## config.mk

```make
export PLATFORM = sky130hd
export DESIGN_NAME = control_ventana_pixeles_flat
export DESIGN_NICKNAME = d
export VERILOG_FILES = /design/src/rtl/control_ventana_pixeles_if.sv /design/src/rtl/control_ventana_pixeles.sv /design/src/flat_wrapper.sv
export SDC_FILE = /design/constraint.sdc
export NUM_CORES = 1
export LEC_CHECK = 0
export ABC_CLOCK_PERIOD_IN_PS = 3400
export CORE_ASPECT_RATIO = 0.7
export CORE_MARGIN = 5
export CORE_UTILIZATION = 51
export DETAILED_ROUTE_END_ITERATION = 8
export PLACE_DENSITY = 0.86
export SLEW_MARGIN = 30
export SYNTH_ARGS = -nofsm -noshare
export SYNTH_HDL_FRONTEND = slang
export SYNTH_SLANG_ARGS = --single-unit
```

## constraint.sdc

```tcl
create_clock -name clk -period 3.4 [get_ports clk]
set_input_delay 0.34 -clock clk [delete_from_list [all_inputs] [get_ports clk]]
set_output_delay 0.34 -clock clk [all_outputs]
set_load 0.005 [all_outputs]
```

## src/rtl/control_ventana_pixeles_if.sv

```systemverilog
// Bus bundle between the 5x5 window sequencer and its environment.
// master: upstream source / configuration side (drives start, sizes, pixel valid, buffer status).
// slave : the sequencer (drives buffer controls, mux selects, window enable and status).
interface control_ventana_pixeles_if #(
  parameter int unsigned BITS_BUFFERS  = 3,
  parameter int unsigned BITS_COLUMNAS = 10,
  parameter int unsigned BITS_FILAS    = 10
);
  logic                     iniciar;
  logic [BITS_BUFFERS-1:0]  cantidad_buffers_internos;
  logic [BITS_COLUMNAS-1:0] ancho_imagen;
  logic [BITS_FILAS-1:0]    alto_imagen;
  logic                     data_available;
  logic [3:0]               buffers_llenos;

  logic                     leer_pixel;
  logic                     reset_datos_buffers;
  logic                     reset_config_buffers;
  logic                     configurar;
  logic [BITS_COLUMNAS-1:0] configuracion;
  logic [3:0]               push_buffers;
  logic [3:0]               pop_buffers;
  logic [2:0]               sel_mux;
  logic                     habilitar_ventana;
  logic                     ventana_valida;
  logic [BITS_COLUMNAS-1:0] columna_actual;
  logic [BITS_FILAS-1:0]    fila_actual;
  logic                     ocupado;
  logic                     terminado;
  logic                     error_config;

  modport master (
    output iniciar, cantidad_buffers_internos, ancho_imagen, alto_imagen,
           data_available, buffers_llenos,
    input  leer_pixel, reset_datos_buffers, reset_config_buffers, configurar,
           configuracion, push_buffers, pop_buffers, sel_mux, habilitar_ventana,
           ventana_valida, columna_actual, fila_actual, ocupado, terminado,
           error_config
  );

  modport slave (
    input  iniciar, cantidad_buffers_internos, ancho_imagen, alto_imagen,
           data_available, buffers_llenos,
    output leer_pixel, reset_datos_buffers, reset_config_buffers, configurar,
           configuracion, push_buffers, pop_buffers, sel_mux, habilitar_ventana,
           ventana_valida, columna_actual, fila_actual, ocupado, terminado,
           error_config
  );
endinterface

```

## src/rtl/control_ventana_pixeles.sv

```systemverilog
// Sequencer for the 5x5 pixel-window datapath: configures the line-buffer chain,
// accepts raw pixels, drives buffer push/pop, bypass mux selects and the window
// register enable, and flags cycles where the window holds a full in-image window.
// Ports: clk, reset (synchronous, active high), bus (slave side of the window bus).
module control_ventana_pixeles #(
  parameter int unsigned BITS_BUFFERS  = 3,
  parameter int unsigned BITS_COLUMNAS = 10,
  parameter int unsigned BITS_FILAS    = 10
) (
  input logic                      clk,
  input logic                      reset,
  control_ventana_pixeles_if.slave bus
);

  localparam int unsigned NUM_BUFFERS = 4;
  localparam int unsigned NUM_MUX     = 3;
  localparam int unsigned MAX_K       = 4;

  typedef enum logic [2:0] {
    REPOSO, CONF_RESET, CONF_CARGA, RECIBIENDO, FIN
  } estado_t;

  estado_t estado, estado_sig;

  logic [BITS_BUFFERS-1:0]  k_q;
  logic [BITS_COLUMNAS-1:0] ancho_q, col_q;
  logic [BITS_FILAS-1:0]    alto_q, fila_q;
  logic                     inicio_valido, acept, ultimo_pixel, subdesbordamiento;

  // Start parameters: 1 <= K <= 4 and the image at least one window wide/high
  always_comb begin
    inicio_valido = 1'b1;
    if (bus.cantidad_buffers_internos == '0 ||
        32'(bus.cantidad_buffers_internos) > MAX_K)
      inicio_valido = 1'b0;
    if (32'(bus.ancho_imagen) < 32'(bus.cantidad_buffers_internos) + 32'd1 ||
        32'(bus.alto_imagen)  < 32'(bus.cantidad_buffers_internos) + 32'd1)
      inicio_valido = 1'b0;
  end

  assign ultimo_pixel = (col_q == ancho_q - BITS_COLUMNAS'(1)) &&
                        (fila_q == alto_q - BITS_FILAS'(1));

  // State register
  always_ff @(posedge clk) begin
    if (reset) estado <= REPOSO;
    else       estado <= estado_sig;
  end

  // Next state and combinational outputs
  always_comb begin
    estado_sig               = estado;
    acept                    = 1'b0;
    bus.leer_pixel           = 1'b0;
    bus.reset_datos_buffers  = 1'b0;
    bus.reset_config_buffers = 1'b0;
    bus.configurar           = 1'b0;
    bus.push_buffers         = '0;
    bus.pop_buffers          = '0;
    bus.sel_mux              = '0;
    bus.habilitar_ventana    = 1'b0;
    bus.ocupado              = (estado != REPOSO);
    bus.terminado            = 1'b0;

    case (estado)
      REPOSO:     if (bus.iniciar && inicio_valido) estado_sig = CONF_RESET;
      CONF_RESET: begin
        bus.reset_datos_buffers  = 1'b1;
        bus.reset_config_buffers = 1'b1;
        estado_sig               = CONF_CARGA;
      end
      CONF_CARGA: begin
        bus.configurar = 1'b1;
        estado_sig     = RECIBIENDO;
      end
      RECIBIENDO: begin
        acept = bus.data_available;
        if (acept && ultimo_pixel) estado_sig = FIN;
      end
      FIN: begin
        bus.terminado = 1'b1;
        estado_sig    = REPOSO;
      end
      default: estado_sig = REPOSO;
    endcase

    bus.leer_pixel        = acept;
    bus.habilitar_ventana = acept;

    // Buffer i (depth K-i+1) starts filling once the rows ahead of it have passed,
    // and starts draining one row later.
    for (int i = 1; i <= int'(NUM_BUFFERS); i++) begin
      if (acept && i <= int'(k_q)) begin
        bus.push_buffers[i-1] = (int'(fila_q) >= int'(k_q) - i);
        bus.pop_buffers[i-1]  = (int'(fila_q) >= int'(k_q) - i + 1);
      end
    end

    // The input-end buffer (buffer_K) takes the direct pixel
    for (int j = 1; j <= int'(NUM_MUX); j++)
      bus.sel_mux[j-1] = (int'(k_q) == j);
  end

  assign subdesbordamiento = |(bus.pop_buffers & ~bus.buffers_llenos);
  assign bus.configuracion = ancho_q;

  // Latched configuration, position counters and registered status
  always_ff @(posedge clk) begin
    if (reset) begin
      k_q                <= '0;
      ancho_q            <= '0;
      alto_q             <= '0;
      col_q              <= '0;
      fila_q             <= '0;
      bus.columna_actual <= '0;
      bus.fila_actual    <= '0;
      bus.ventana_valida <= 1'b0;
      bus.error_config   <= 1'b0;
    end else begin
      bus.ventana_valida <= 1'b0;
      if (estado == REPOSO && bus.iniciar) begin
        if (inicio_valido) begin
          k_q                <= bus.cantidad_buffers_internos;
          ancho_q            <= bus.ancho_imagen;
          alto_q             <= bus.alto_imagen;
          col_q              <= '0;
          fila_q             <= '0;
          bus.columna_actual <= '0;
          bus.fila_actual    <= '0;
          bus.error_config   <= 1'b0;
        end else begin
          bus.error_config <= 1'b1;
        end
      end
      if (subdesbordamiento) bus.error_config <= 1'b1;
      if (acept) begin
        bus.columna_actual <= col_q;
        bus.fila_actual    <= fila_q;
        bus.ventana_valida <= (int'(fila_q) >= int'(k_q)) && (int'(col_q) >= int'(k_q));
        if (col_q == ancho_q - BITS_COLUMNAS'(1)) begin
          col_q <= '0;
          if (fila_q != alto_q - BITS_FILAS'(1)) fila_q <= fila_q + BITS_FILAS'(1);
        end else begin
          col_q <= col_q + BITS_COLUMNAS'(1);
        end
      end
    end
  end

endmodule

```

## src/flat_wrapper.sv

```systemverilog
// flat-port wrapper written by rule: the top's interface ports become plain ports
module control_ventana_pixeles_flat 
#(
  parameter int unsigned BITS_BUFFERS  = 3,
  parameter int unsigned BITS_COLUMNAS = 10,
  parameter int unsigned BITS_FILAS    = 10
)
  (clk, reset, bus_iniciar, bus_cantidad_buffers_internos, bus_ancho_imagen, bus_alto_imagen, bus_data_available, bus_buffers_llenos, bus_leer_pixel, bus_reset_datos_buffers, bus_reset_config_buffers, bus_configurar, bus_configuracion, bus_push_buffers, bus_pop_buffers, bus_sel_mux, bus_habilitar_ventana, bus_ventana_valida, bus_columna_actual, bus_fila_actual, bus_ocupado, bus_terminado, bus_error_config);
  control_ventana_pixeles_if #(.BITS_BUFFERS(BITS_BUFFERS), .BITS_COLUMNAS(BITS_COLUMNAS), .BITS_FILAS(BITS_FILAS)) bus_i ();
  input logic clk;
  input logic reset;
  input wire logic [$bits(bus_i.iniciar)-1:0] bus_iniciar;
  input wire logic [$bits(bus_i.cantidad_buffers_internos)-1:0] bus_cantidad_buffers_internos;
  input wire logic [$bits(bus_i.ancho_imagen)-1:0] bus_ancho_imagen;
  input wire logic [$bits(bus_i.alto_imagen)-1:0] bus_alto_imagen;
  input wire logic [$bits(bus_i.data_available)-1:0] bus_data_available;
  input wire logic [$bits(bus_i.buffers_llenos)-1:0] bus_buffers_llenos;
  output wire logic [$bits(bus_i.leer_pixel)-1:0] bus_leer_pixel;
  output wire logic [$bits(bus_i.reset_datos_buffers)-1:0] bus_reset_datos_buffers;
  output wire logic [$bits(bus_i.reset_config_buffers)-1:0] bus_reset_config_buffers;
  output wire logic [$bits(bus_i.configurar)-1:0] bus_configurar;
  output wire logic [$bits(bus_i.configuracion)-1:0] bus_configuracion;
  output wire logic [$bits(bus_i.push_buffers)-1:0] bus_push_buffers;
  output wire logic [$bits(bus_i.pop_buffers)-1:0] bus_pop_buffers;
  output wire logic [$bits(bus_i.sel_mux)-1:0] bus_sel_mux;
  output wire logic [$bits(bus_i.habilitar_ventana)-1:0] bus_habilitar_ventana;
  output wire logic [$bits(bus_i.ventana_valida)-1:0] bus_ventana_valida;
  output wire logic [$bits(bus_i.columna_actual)-1:0] bus_columna_actual;
  output wire logic [$bits(bus_i.fila_actual)-1:0] bus_fila_actual;
  output wire logic [$bits(bus_i.ocupado)-1:0] bus_ocupado;
  output wire logic [$bits(bus_i.terminado)-1:0] bus_terminado;
  output wire logic [$bits(bus_i.error_config)-1:0] bus_error_config;
  assign bus_i.iniciar = bus_iniciar;
  assign bus_i.cantidad_buffers_internos = bus_cantidad_buffers_internos;
  assign bus_i.ancho_imagen = bus_ancho_imagen;
  assign bus_i.alto_imagen = bus_alto_imagen;
  assign bus_i.data_available = bus_data_available;
  assign bus_i.buffers_llenos = bus_buffers_llenos;
  assign bus_leer_pixel = bus_i.leer_pixel;
  assign bus_reset_datos_buffers = bus_i.reset_datos_buffers;
  assign bus_reset_config_buffers = bus_i.reset_config_buffers;
  assign bus_configurar = bus_i.configurar;
  assign bus_configuracion = bus_i.configuracion;
  assign bus_push_buffers = bus_i.push_buffers;
  assign bus_pop_buffers = bus_i.pop_buffers;
  assign bus_sel_mux = bus_i.sel_mux;
  assign bus_habilitar_ventana = bus_i.habilitar_ventana;
  assign bus_ventana_valida = bus_i.ventana_valida;
  assign bus_columna_actual = bus_i.columna_actual;
  assign bus_fila_actual = bus_i.fila_actual;
  assign bus_ocupado = bus_i.ocupado;
  assign bus_terminado = bus_i.terminado;
  assign bus_error_config = bus_i.error_config;
  control_ventana_pixeles #(.BITS_BUFFERS(BITS_BUFFERS), .BITS_COLUMNAS(BITS_COLUMNAS), .BITS_FILAS(BITS_FILAS)) u_core (.clk(clk), .reset(reset), .bus(bus_i));
endmodule
```

Yosys cells after proc, flatten, opt, wreduce, memory -nomap -nowiden. Cells that the tools add are included.

Multiply operators: 0. Mux-type cells: 31. Bitwise logic cells: 3. Order comparisons: 17. Shifts and indexed selects: 0. Add/sub/neg operators: 13. Eq/ne operators: 12. Reductions and logical operators: 22. Divide/modulo/power cells: 0.

Operators by type and width (number): 11-bit by 32-bit greater-or-equal comparator with 1-bit output (8); 32-bit by 2-bit adder with 32-bit output (second input constant) (4); 10-bit two-way mux (11); 10-bit by 32-bit less-than comparator with 1-bit output (2); 10-bit by 1-bit adder with 10-bit output (second input constant) (2); 10-bit == test (2); 10-bit by 3-bit greater-or-equal comparator with 1-bit output (2); 10-bit by 1-bit subtractor with 10-bit output (second input constant) (2); 1-bit two-way mux (17); 3-bit one-hot mux with 4 select lines (1); 10-bit != test (1); 3-bit by 2-bit == test with 1-bit output (second input constant) (3); 3-bit == test (second input constant) (3); 1-bit logical AND (9); 3-bit by 2-bit subtractor with 4-bit output (second input constant) (2); 2-bit by 3-bit <= comparator with 1-bit output (first input constant) (2); 3-bit zero test (2); 3-bit two-way mux (2); 2-bit AND reduction (3); 2-bit nonzero test (3); 3-bit by 1-bit adder with 4-bit output (second input constant) (1); 4-bit bitwise AND (1); 2-bit by 1-bit != test with 1-bit output (second input constant) (2); 4-bit NOT (1); other kinds (11) (12).

Memories: 0. Memory bits (writable): 0. Logic and storage cells: 108. Output and inout port bits: 50. Flip-flop bits (word level): 68. Memory bits (read-only): 0. Latch bits: 0.

Logic depth before layout (Yosys ltp).
Depth after elaboration: 9. Depth in mapped cells: 15.

Worst setup path after synthesis. Ideal clock, no wire load.

Kind: flip-flop to output port. From: reg u_core.k_q[2]. To: out bus_pop_buffers[0]. Data required time: 3060 ps. Path slack: -110 ps. Arrival time: 3170 ps. Cell stages (with the launch flop): 14. Cells stage by stage: dfxtp_1 -> inv_1 -> ha_1 -> nand2_1 -> ha_1 -> inv_1 -> or2_2 -> ha_1 -> ha_1 -> a21o_1 -> a21oi_1 -> nor2b_1 -> o21ai_0 -> a31oi_1.

Cells in the longest elaborated chain, start to end: 4. Elaborated cells on any way between the ends: 6. Classes of those cells: add/sub (2); order compare (2); mux (1); reduce/logical (1).

Ends and longest elaborated chain: start, declared (RTL line control_ventana_pixeles.sv:25) `logic [BITS_BUFFERS-1:0] k_q;`; start signal, assigned (RTL line control_ventana_pixeles.sv:123) `k_q <= bus.cantidad_buffers_internos;`; 3-bit by 1-bit subtractor with 4-bit output (RTL line control_ventana_pixeles.sv:95) `bus.pop_buffers[i-1] = (int'(fila_q) >= int'(k_q) - i + 1);`; 32-bit by 2-bit adder with 32-bit output (RTL line control_ventana_pixeles.sv:95); 11-bit by 32-bit greater-or-equal comparator with 1-bit output (RTL line control_ventana_pixeles.sv:95); 1-bit two-way mux (*) (RTL line control_ventana_pixeles.sv:93) `if (acept && i <= int'(k_q)) begin`; end, declared (RTL line flat_wrapper.sv:24) `output wire logic [$bits(bus_i.pop_buffers)-1:0] bus_pop_buffers;`.

Every way passes the cells marked *; elsewhere a longest branch is shown, timed or not.

Final worst setup path.
From: reg u_core.k_q[1]. To: out bus_pop_buffers[0].

The elaborated chain is that of the path after synthesis.

==> results.md <==
- Outcome: completed
- HP Start: u_core.bus.columna_actual[5]
- Crit start category: flip-flop
- Ys async rst share: 0%
- RD Place Congestion: 0.910
- CTS clk-pin slew, worst paths: 0.06 ns
- Io pins: 81
- MaxCap Viol Count: 0
- Syn nets: 795
- Worst vdd ir: 0.262 mV
- Die Span Y: 97.8 µm
- Switching part of the total: 30.7%
- CTS Hold Buffers Added: 0
- Combinational power share: 27.7%
- Post-Syn Area: 5610 µm²
- CP endpoint kind: output pin
- Post-Syn Instances: 657
- R2R setup slack: 0.11 ns
- Top cell type's share of synthesized area: 24.3%
- Most frequent cells after synthesis: ha_1 (107), dfxtp_1 (68), nand2_1 (61)
- Tmin final: 3.32 ns
- Area Overhead vs Synth: 31.1%
- Overall routing resource usage: 24.9%
- N_diodes: 0
- Top FF cell, synth: dfxtp_1
- Register bit count reported by yosys: 68
- # fillers: 863
- Root buffer cell: clkbuf_16
- Met3 WL: 1420 µm
- Hold Crit Class: reg -> reg
- Clock share of power: 38.1%
- Total CTS buffers: 9
- Cell family with most CP delay: adder cells
- Hold_ws: 0.473 ns
- Syn Area/Cell: 8.54 µm²
- Register area share after synthesis: 24.3%
- CP required: 3.06 ns
- Die W: 135 µm
- Max incr delay on CP: 0.34 ns
- Flop pwr share: 34.2%
- Via count: 5,579
- Antenna violations before repair: 0
- Total grt overflow: 0
- Max Used Layer: met4
- DIE AREA: 13,200 µm²
- Nets: 900
- Final Skew: 0.00739 ns
- CTS H-Tree Depth: 3
- Worst setup startpoint: u_core.k_q[1]
- Yosys cell types: 66
- Slew headroom: 40.1%
- Routed wire length: 17,200 µm
- WL met2: 7820 µm
- Slew @ Worst Pin: 0.897 ns
- Port bufs: 80
- Top cell by count, worst path: ha_4
- Worst R2R Start: u_core.k_q[1]
- Avg WL per Cell: 18.7 µm
- Synth area leader: dfxtp_1
- Critical Path AT: 2.98 ns
- Synth Warn #: 0
- Crit-path slowest cell: or3_4
- Period utilization: 97.6%
- Hold Violations, Final: 0
- Power per Cell Area: 337 nW/µm²
- Clk buf depth: 2
- Post-DP HPWL: 12,500 µm
- Setup TNS: 0 ns
- CTS tree: built
- DRT met1 WL: 7620 µm
- Iter 0 DRT Violations: 586
- Area of the core: 10,900 µm²
- Setup CP Type: reg -> out
- Post-layout util: 67.6%
- Layout cells sized above 1: 14.3%
- Drc violations: 0
- Row count: 32
- First-pass GRT wire length: 26,900 µm
- Switch Pwr: 761 µW
- CP max FO: 2
- Clk sinks: 68
- P_int: 1720 µW
- Post-DRT Antenna Nets: 0
- # setup viols final: 0
- Largest net degree at the start of global routing: 30
- Leak Pwr: 0.00332 µW
- Max Fclk: 0.301 GHz
- Via density: 6.06
- Number of global-route vias before repair: 5,417
- Most frequent cell after synthesis: ha_1
- Starting Density: 51.5%
- DRT Pass-1 Iters: 6
- EDFF count, synth: 0
- Insertion delay to the later sink of the worst-skew pair: 0.34 ns
- Top post-synthesis cells by area: dfxtp_1 (24%), ha_1 (24%), a21oi_1 (4.3%)
- Fin. max-slew vios: 0
- Crit path buf inv count: 3
- CP cell instances: inv_2, ha_2, ha_4, or3_4, or2_4, ha_4, buf_4, ha_4, o2111a_1, o21ai_1, a31oi_1, buf_2
==> cell families (layout without fill, tap and decap cells) <==
| logic type | after synthesis | count (layout) | share of synthesized area [%] |
|---|---|---|---|
| and+or+nand+nor | 220 | 220 | 20.3 |
| AOI/OAI and AO/OA | 163 | 163 | 20.6 |
| adders and majority gates | 107 | 107 | 23.9 |
| DFF | 68 | 68 | 24.3 |
| buffers and inverters | 58 | 168 | 4.08 |
| xor gates and xnor gates | 31 | 31 | 4.84 |
| muxes | 10 | 10 | 2.07 |
==> final timing paths <==
path / endpoint / depth (start not counted)
max: bus_pop_buffers[0] / 12
min: u_core.bus.columna_actual[5] / 1
max reg2reg: u_core.bus.error_config / 17
min reg2reg: u_core.bus.columna_actual[5] / 1
==> per-stage QoR <==
step | setup WS [ns] | power [µW] | cells | cell area [µm²]
after floorplan | 0.0646 | 1240 | 657 | 5610
after global placement | -0.0842 | 1420 | 893 | 6740
after detailed placement | -0.155 | 1460 | 893 | 6740
after CTS | 0.0226 | 2430 | 914 | 7140
after global routing | -0.0761 | 2600 | 920 | 7360
final | 0.0811 | 2480 | 920 | 7360
==> power groups by stage <==
| stage | Clock (µW) | Combinational, µW | Sequential [µW] |
|---|---|---|---|
| 4_1_cts | 957 | 624 | 847 |
| 6_report | 946 | 687 | 848 |
| 2_1_floorplan | 0 | 378 | 859 |
| 3_5_place_dp | 0 | 598 | 864 |
| 3_3_place_gp | 0 | 559 | 861 |
| 5_1_grt | 991 | 756 | 851 |
==> sequential cells by signal (all words and copies together), names as in the netlist <==
| signal | count |
|---|---|
| u_core.alto_q | 10 |
| u_core.bus.columna_actual | 10 |
| u_core.bus.configuracion | 10 |
| u_core.bus.fila_actual | 10 |
| u_core.col_q | 10 |
| u_core.fila_q | 10 |
| u_core.estado | 3 |
| u_core.k_q | 3 |
| u_core.bus.error_config | 1 |
| u_core.bus.ventana_valida | 1 |
==> final cells by class <==
class                           instances  area (µm²)  area share [%]
Multi-Input combinational cell        531        4240            57.7
Sequential cell                        68        1370            18.6
Timing Repair Buffer                  123        1140            15.5
Clock buffer                            9         225            3.06
Tap cell                              153         191            2.60
Inverter                               29         116            1.58
Clock inverter                          7        75.1            1.02
==> what timing repair did <==
| item | 4_1_cts | 5_1_grt |
|---|---|---|
| setup buffers | 5 | 6 |
| hold endpoints to repair | 0 | 0 |
| pin swaps | 2 | 12 |
| gates resized for setup | 17 | 32 |
| setup endpoints to repair | 6 | 9 |
==> cells in the final DEF (no fill, tap or decap), types with 4 or more instances in the layout <==
cell type	count
buf_4	40
nor2_1	32
xor2_1	15
nor3_1	23
a21o_1	16
clkinvlp_4	5
nand2b_1	5
o21a_1	13
or4_1	7
inv_1	24
or2_2	4
xnor2_1	16
a21oi_1	47
nand3_1	21
clkbuf_16	9
a22o_1	20
and3_1	17
dfxtp_2	4
o21ai_0	13
o211ai_1	10
nand4_1	8
nand2_1	60
nor4_1	8
mux2_1	5
ha_4	11
ha_1	94
dfxtp_1	64
a31oi_1	6
nor2b_1	8
clkdlybuf4s50_1	78
==> routing by layer <==
metal	up-vias	track usage, %
met4	0	7.75
met5	-	0
li1	2636	-
met3	45	5.56
met1	2637	34.6
met2	261	38.5
Power figures use the tool's default switching activity.
